### src/rtl/video_timing.sv
// video_timing: pixel-clock raster counters, strobes and display syncs.
// Display-side HSYNC/VSYNC/DE are delayed to line up with the colour path.
module video_timing #(
    parameter int  H_FRONT    = 16,
    parameter int  H_SYNC     = 96,
    parameter int  H_BACK     = 48,
    parameter int  H_VISIBLE  = 640,
    parameter int  V_VISIBLE  = 480,
    parameter int  V_FRONT    = 10,
    parameter int  V_SYNC     = 2,
    parameter int  V_BACK     = 33,
    parameter bit  H_SYNC_POL = 1'b0,
    parameter bit  V_SYNC_POL = 1'b0,
    parameter int  SYNC_DELAY = 4,
    parameter type hres_t     = logic [11:0],
    localparam int V_TOTAL    = V_VISIBLE + V_FRONT + V_SYNC + V_BACK,
    localparam int V_W        = $clog2(V_TOTAL)
) (
    input  logic             clk,
    input  logic             reset,
    output hres_t            h_count_o,
    output logic [V_W-1:0]   v_count_o,
    output logic             v_visible_o,
    output logic             end_of_line_o,
    output logic             end_of_frame_o,
    output logic [15:0]      frame_count_o,
    output logic             hsync_o,
    output logic             vsync_o,
    output logic             dv_de_o
);

    localparam int H_OFFSCREEN = H_FRONT + H_SYNC + H_BACK;
    localparam int H_TOTAL     = H_OFFSCREEN + H_VISIBLE;

    typedef logic [V_W-1:0] vres_t;

    localparam hres_t H_ONE     = hres_t'(1);
    localparam hres_t H_LAST    = hres_t'(H_TOTAL - 1);
    localparam hres_t H_SYNC_LO = hres_t'(H_FRONT);
    localparam hres_t H_SYNC_HI = hres_t'(H_FRONT + H_SYNC);
    localparam hres_t H_VIS_LO  = hres_t'(H_OFFSCREEN);

    localparam vres_t V_ONE     = vres_t'(1);
    localparam vres_t V_LAST    = vres_t'(V_TOTAL - 1);
    localparam vres_t V_VIS_END = vres_t'(V_VISIBLE);
    localparam vres_t V_SYNC_LO = vres_t'(V_VISIBLE + V_FRONT);
    localparam vres_t V_SYNC_HI = vres_t'(V_VISIBLE + V_FRONT + V_SYNC);

    if (H_FRONT < 1 || H_SYNC < 1 || H_BACK < 1 ||
        V_FRONT < 1 || V_SYNC < 1 || V_BACK < 1) begin : g_bad_porch
        $error("video_timing: porch and sync widths must be >= 1");
    end

    if (H_TOTAL > (1 << $bits(hres_t))) begin : g_bad_hres
        $error("video_timing: H_TOTAL does not fit in hres_t");
    end

    if (SYNC_DELAY < 1 || SYNC_DELAY > 8) begin : g_bad_delay
        $error("video_timing: SYNC_DELAY must be within 1..8");
    end

    hres_t       h_q;
    vres_t       v_q;
    logic [15:0] frame_q;
    logic [15:0] frame_next;
    logic        eol;
    logic        eof;
    logic        hs_raw;
    logic        vs_raw;
    logic        de_raw;
    logic [2:0]  pipe_q [SYNC_DELAY];
    logic [2:0]  pipe_tail;

    // Raster position: h wraps every line, v wraps after the last line.
    always_ff @(posedge clk) begin
        if (reset) begin
            h_q <= '0;
            v_q <= '0;
        end else if (h_q == H_LAST) begin
            h_q <= '0;
            v_q <= (v_q == V_LAST) ? '0 : v_q + V_ONE;
        end else begin
            h_q <= h_q + H_ONE;
        end
    end

    // Strobes and undelayed display decodes, all from the count registers.
    always_comb begin
        eol        = (h_q == H_LAST);
        eof        = eol && (v_q == V_LAST);
        hs_raw     = (h_q >= H_SYNC_LO) && (h_q < H_SYNC_HI);
        vs_raw     = (v_q >= V_SYNC_LO) && (v_q < V_SYNC_HI);
        de_raw     = (h_q >= H_VIS_LO) && (v_q < V_VIS_END);
        frame_next = frame_q + {15'd0, eof};
    end

    // Completed-frame count; a reset on the last cycle of a frame wins.
    always_ff @(posedge clk) begin
        if (reset) begin
            frame_q <= '0;
        end else begin
            frame_q <= frame_next;
        end
    end

    // Shift chain {hs, vs, de}; reset flushes every stage to inactive.
    always_ff @(posedge clk) begin
        if (reset) begin
            for (int i = 0; i < SYNC_DELAY; i++) begin
                pipe_q[i] <= 3'b000;
            end
        end else begin
            pipe_q[0] <= {hs_raw, vs_raw, de_raw};
            for (int i = 1; i < SYNC_DELAY; i++) begin
                pipe_q[i] <= pipe_q[i-1];
            end
        end
    end

    assign pipe_tail      = pipe_q[SYNC_DELAY-1];
    assign h_count_o      = h_q;
    assign v_count_o      = v_q;
    assign v_visible_o    = (v_q < V_VIS_END);
    assign end_of_line_o  = eol;
    assign end_of_frame_o = eof;
    assign frame_count_o  = frame_q;
    assign hsync_o        = pipe_tail[2] ? H_SYNC_POL : !H_SYNC_POL;
    assign vsync_o        = pipe_tail[1] ? V_SYNC_POL : !V_SYNC_POL;
    assign dv_de_o        = pipe_tail[0];

endmodule

### config.mk
export PLATFORM = sky130hd
export DESIGN_NAME = video_timing
export DESIGN_NICKNAME = d
export VERILOG_FILES = /design/src/rtl/video_timing.sv
export SDC_FILE = /design/constraint.sdc
export NUM_CORES = 1
export LEC_CHECK = 0
export BUFFER_PORTS_ARGS = -buffer_cell sky130_fd_sc_hd__buf_2
export CORE_UTILIZATION = 48
export DETAILED_ROUTE_END_ITERATION = 16
export PLACE_DENSITY_LB_ADDON = 0.3
export RECOVER_POWER = 25
export SYNTH_ARGS = -nofsm -noshare
export SYNTH_HDL_FRONTEND = slang
export SYNTH_SLANG_ARGS = --single-unit
export TNS_END_PERCENT = 1
### constraint.sdc
create_clock -name clk -period 2.35 [get_ports clk]
set_input_delay 0.1175 -clock clk [delete_from_list [all_inputs] [get_ports clk]]
set_output_delay 0.1175 -clock clk [all_outputs]
set_load 0.02 [all_outputs]
==> reports/qor.txt <==
Primary FF master, synth -> dfxtp_1
Largest net degree at the start of global routing -> 49
CTS tree -> done
First-pass GRT wire length -> 8217 µm
Die width -> 69.98 µm
Unrepaired setup endpoints after global routing -> yes
Total Wirelength -> 4862 µm
HP Class -> in2reg
Critical Path RT -> 2520 ps
Via count -> 1961
Area leader, netlist -> dfxtp_1
Seq/Total Area, Yosys -> 0.4512
Cell family contributing the most delay on the critical path -> simple AND/OR/NAND/NOR gates
Crit Path Max Fanout -> 6
Reg clk slew, reported paths -> 90 ps
Slew Viols, Final -> 0
Period minus WS final -> 2271 ps
Sw Share -> 0.2324
Worst vdd ir -> 0.2606 mV
Net count reported at finish -> 316
ANT cells -> 0
Power Internal -> 1.070 mW
Skew-Pair Late Insertion Delay -> 300 ps
Seq pwr share -> 0.613
FP Rows -> 24
Top layer in use -> met4
Adder-Cell Fraction of Synth Area -> 0.03948
DR vias/cell -> 5.447
Antenna-violating nets left -> 0
Worst hold slack -> 382.5 ps
CP Launch Type -> register
Core area -> 4384 µm²
Drt wl/cell -> 13.51 µm
Clock Sinks -> 50
Setup repair bufs after CTS -> 0
EDFF count, synth -> 0
Clk pwr share -> 0.361
Final setup viols -> 0
Worst Max-Slew Pin Slew -> 787.0 ps
Iteration-0 DRC Markers -> 73
GRT Util Overall -> 0.2069
Fraction of layout cells with a size suffix above 1 -> 0.2922
Global route overflow -> 0
Flops & latches, synth -> 50
Max Fclk -> 440.3 MHz
Port bufs -> 45
Fill cell count -> 399
Post-synthesis async set-or-reset flop share -> 0
Post-Place Cell Area -> 2665 µm²
Outcome -> finished clean
Yosys top cell area share -> 0.4512
Io pins -> 46
Leakage -> 1.149 nW
Global placement routability congestion -> 0.8921
CTS Buffer Depth -> 2
Switch Pwr -> 0.3240 mW
Simple-Gate Fraction of Synth Area -> 0.2989
Max Cap Viol -> 0
CTS H-Tree Depth -> 2
Warning count from the yosys run -> 0
Full die area -> 4897 µm²
Metal3 WL -> 238 µm
Number of CTS-inserted buffers -> 5
Pre-CTS setup slack -> 51.43 ps
Syn_area_per_cell -> 8.909 µm²
Slew headroom -> 0.4753
First drt pass iteration count -> 4
Critical path class -> reg2reg
Crit-path max cell delay -> 360 ps
WL met2 -> 2320 µm
Part of the cycle the worst path needs -> 0.9664
Clk root buf -> clkbuf_8
Crit path buf inv count -> 1
Critical path's slowest cell -> dfxtp_4
Hpwl dp -> 3426 µm
Crit path cell chain -> inv_4, ha_4, and4_1, nand3b_1, nor4_4, ha_2, ha_4, nand2_4, nor4_4, xnor2_1, nor2_1
Compound-gate portion of the synthesized area -> 0.07727
Final std cells w/o fill -> 360
Met1 WL -> 2241 µm
Post-Route Skew -> 3.499 ps
Xor and xnor fraction of the mapped netlist area -> 0.07896
Gate Count Post-Synth -> 249
Synth Cell Area -> 2218 µm²
Power share of the combinational group -> 0.026
Power per cell area -> 503.5 nW/µm²
Cell area after layout -> 2769 µm²
Initial Util -> 0.5060
Final setup margin -> 78.93 ps
Initial antenna violation count -> 0
WP data arrival -> 2440 ps
Synth Net Count -> 258
Library cells used by synthesis -> 39
Main combinational cell family by area after synthesis -> simple AND/OR/NAND/NOR gates
Synth-to-layout area growth -> 24.82%
Mux cell area share after synthesis -> 0.005076
Hold Fails Final Rpt -> 0
CP endpoint kind -> register
Die Ht -> 69.98 µm
Dpl cells -> 352
Vias in the first global route -> 1817
Synth area leaders -> dfxtp_1 45%, nor2_1 4.7%, nand3_1 4.1%
DRC viols -> 0
## cells in the mapped netlist, drive strengths merged (2+ instances only)
library cell	n
a211oi	2
or3	7
nand3	19
inv	16
o32ai	5
nand2b	2
buf	5
and3	5
nand3b	2
nor2	28
nand4	7
nand2	12
xnor2	10
nor4	8
nor2b	12
o21ai	5
and4	4
a21oi	12
or4	2
ha	7
xor2	10
dfxtp	50
clkbuf	5
nor3	5
## cell type report
type                       count  area [µm²]  share of cell area
sequential                    50        1013              0.3660
inverter                      16       62.56             0.02259
clock inverter                 3       20.02            0.007230
clock buffer                   5       68.82             0.02485
tap                           52       65.06             0.02350
timing repair buffer          61       345.3              0.1247
multi-input combinational    173        1194              0.4311
## final timing paths
path / start / endpoint / slack (ps) / depth (start not counted)
worst max-delay path: v_count_o[0]$_SDFFE_PP0P_ / frame_count_o[12]$_SDFF_PP0_ / 80 / 11
worst min-delay path: reset / frame_count_o[14]$_SDFF_PP0_ / 380 / 2
worst max register to register: v_count_o[0]$_SDFFE_PP0P_ / frame_count_o[12]$_SDFF_PP0_ / 80 / 11
worst min register to register: pipe_q[0][0]$_SDFF_PP0_ / pipe_q[1][0]$_SDFF_PP0_ / 440 / 1
## metal layers
layer,GRT usage,up-vias
li1,-,979
met4,0.06889,0
met2,0.3494,49
met3,0.05051,6
met5,0,-
met1,0.2577,927
## power by group through the flow
stage          Combinational (mW)  Clock, mW  Sequential [mW]
3_5_place_dp               0.0369          0            0.875
2_1_floorplan              0.0206          0            0.880
6_report                   0.0362      0.503            0.855
5_1_grt                    0.0401      0.556            0.855
3_3_place_gp               0.0365          0            0.873
4_1_cts                    0.0371      0.513            0.855
## per-stage QoR
step / power [mW] / util / TNS, ps
2_1_floorplan: 0.9002 / - / -446.9
3_3_place_gp: 0.9099 / 0.6079 / 0
3_5_place_dp: 0.9115 / 0.6079 / 0
4_1_cts: 1.405 / 0.6281 / 0
5_1_grt: 1.452 / 0.6316 / -239.3
6_report: 1.394 / 0.6316 / 0
## worst register-to-register path: cells and delay by family (launching register included)
family                     cells  cell delay [ps]
adders and majority gates      3              540
xor gates and xnor gates       1              140
and+or+nand+nor                6             1030
buffers and inverters          1               60
DFF                            1              360
## placed cells by master (no fill, tap or decap), types with 5 or more instances in the layout
cell type / count
buf_2: 45
nand4_1: 6
nand3_1: 17
buf_4: 16
or3_1: 7
clkbuf_8: 5
xor2_1: 10
nor2b_1: 12
o32ai_1: 5
o21ai_0: 5
dfxtp_1: 46
nand2_1: 11
nor3_1: 5
nor2_1: 27
xnor2_1: 10
inv_1: 15
a21oi_1: 12
## flip-flops by register name, indices dropped and copies added, names as in the netlist
signal	count
v_count_o	10
frame_count_o	16
h_count_o	12
pipe_q	12
## what timing repair did
| action | CTS | global route |
|---|---|---|
| setup endpoints to repair | 0 | 8 |
| hold buffers | 0 | 0 |
| resized for setup | 0 | 3 |
## cells by family after synthesis
| logic type | after synthesis |
|---|---|
| mux | 1 |
| simple gates | 118 |
| compound gates | 27 |
| flops | 50 |
| xor+xnor | 20 |
| buf+inv | 26 |
| fa+ha+maj | 7 |
No activity file was read; power rests on OpenSTA's default activity.
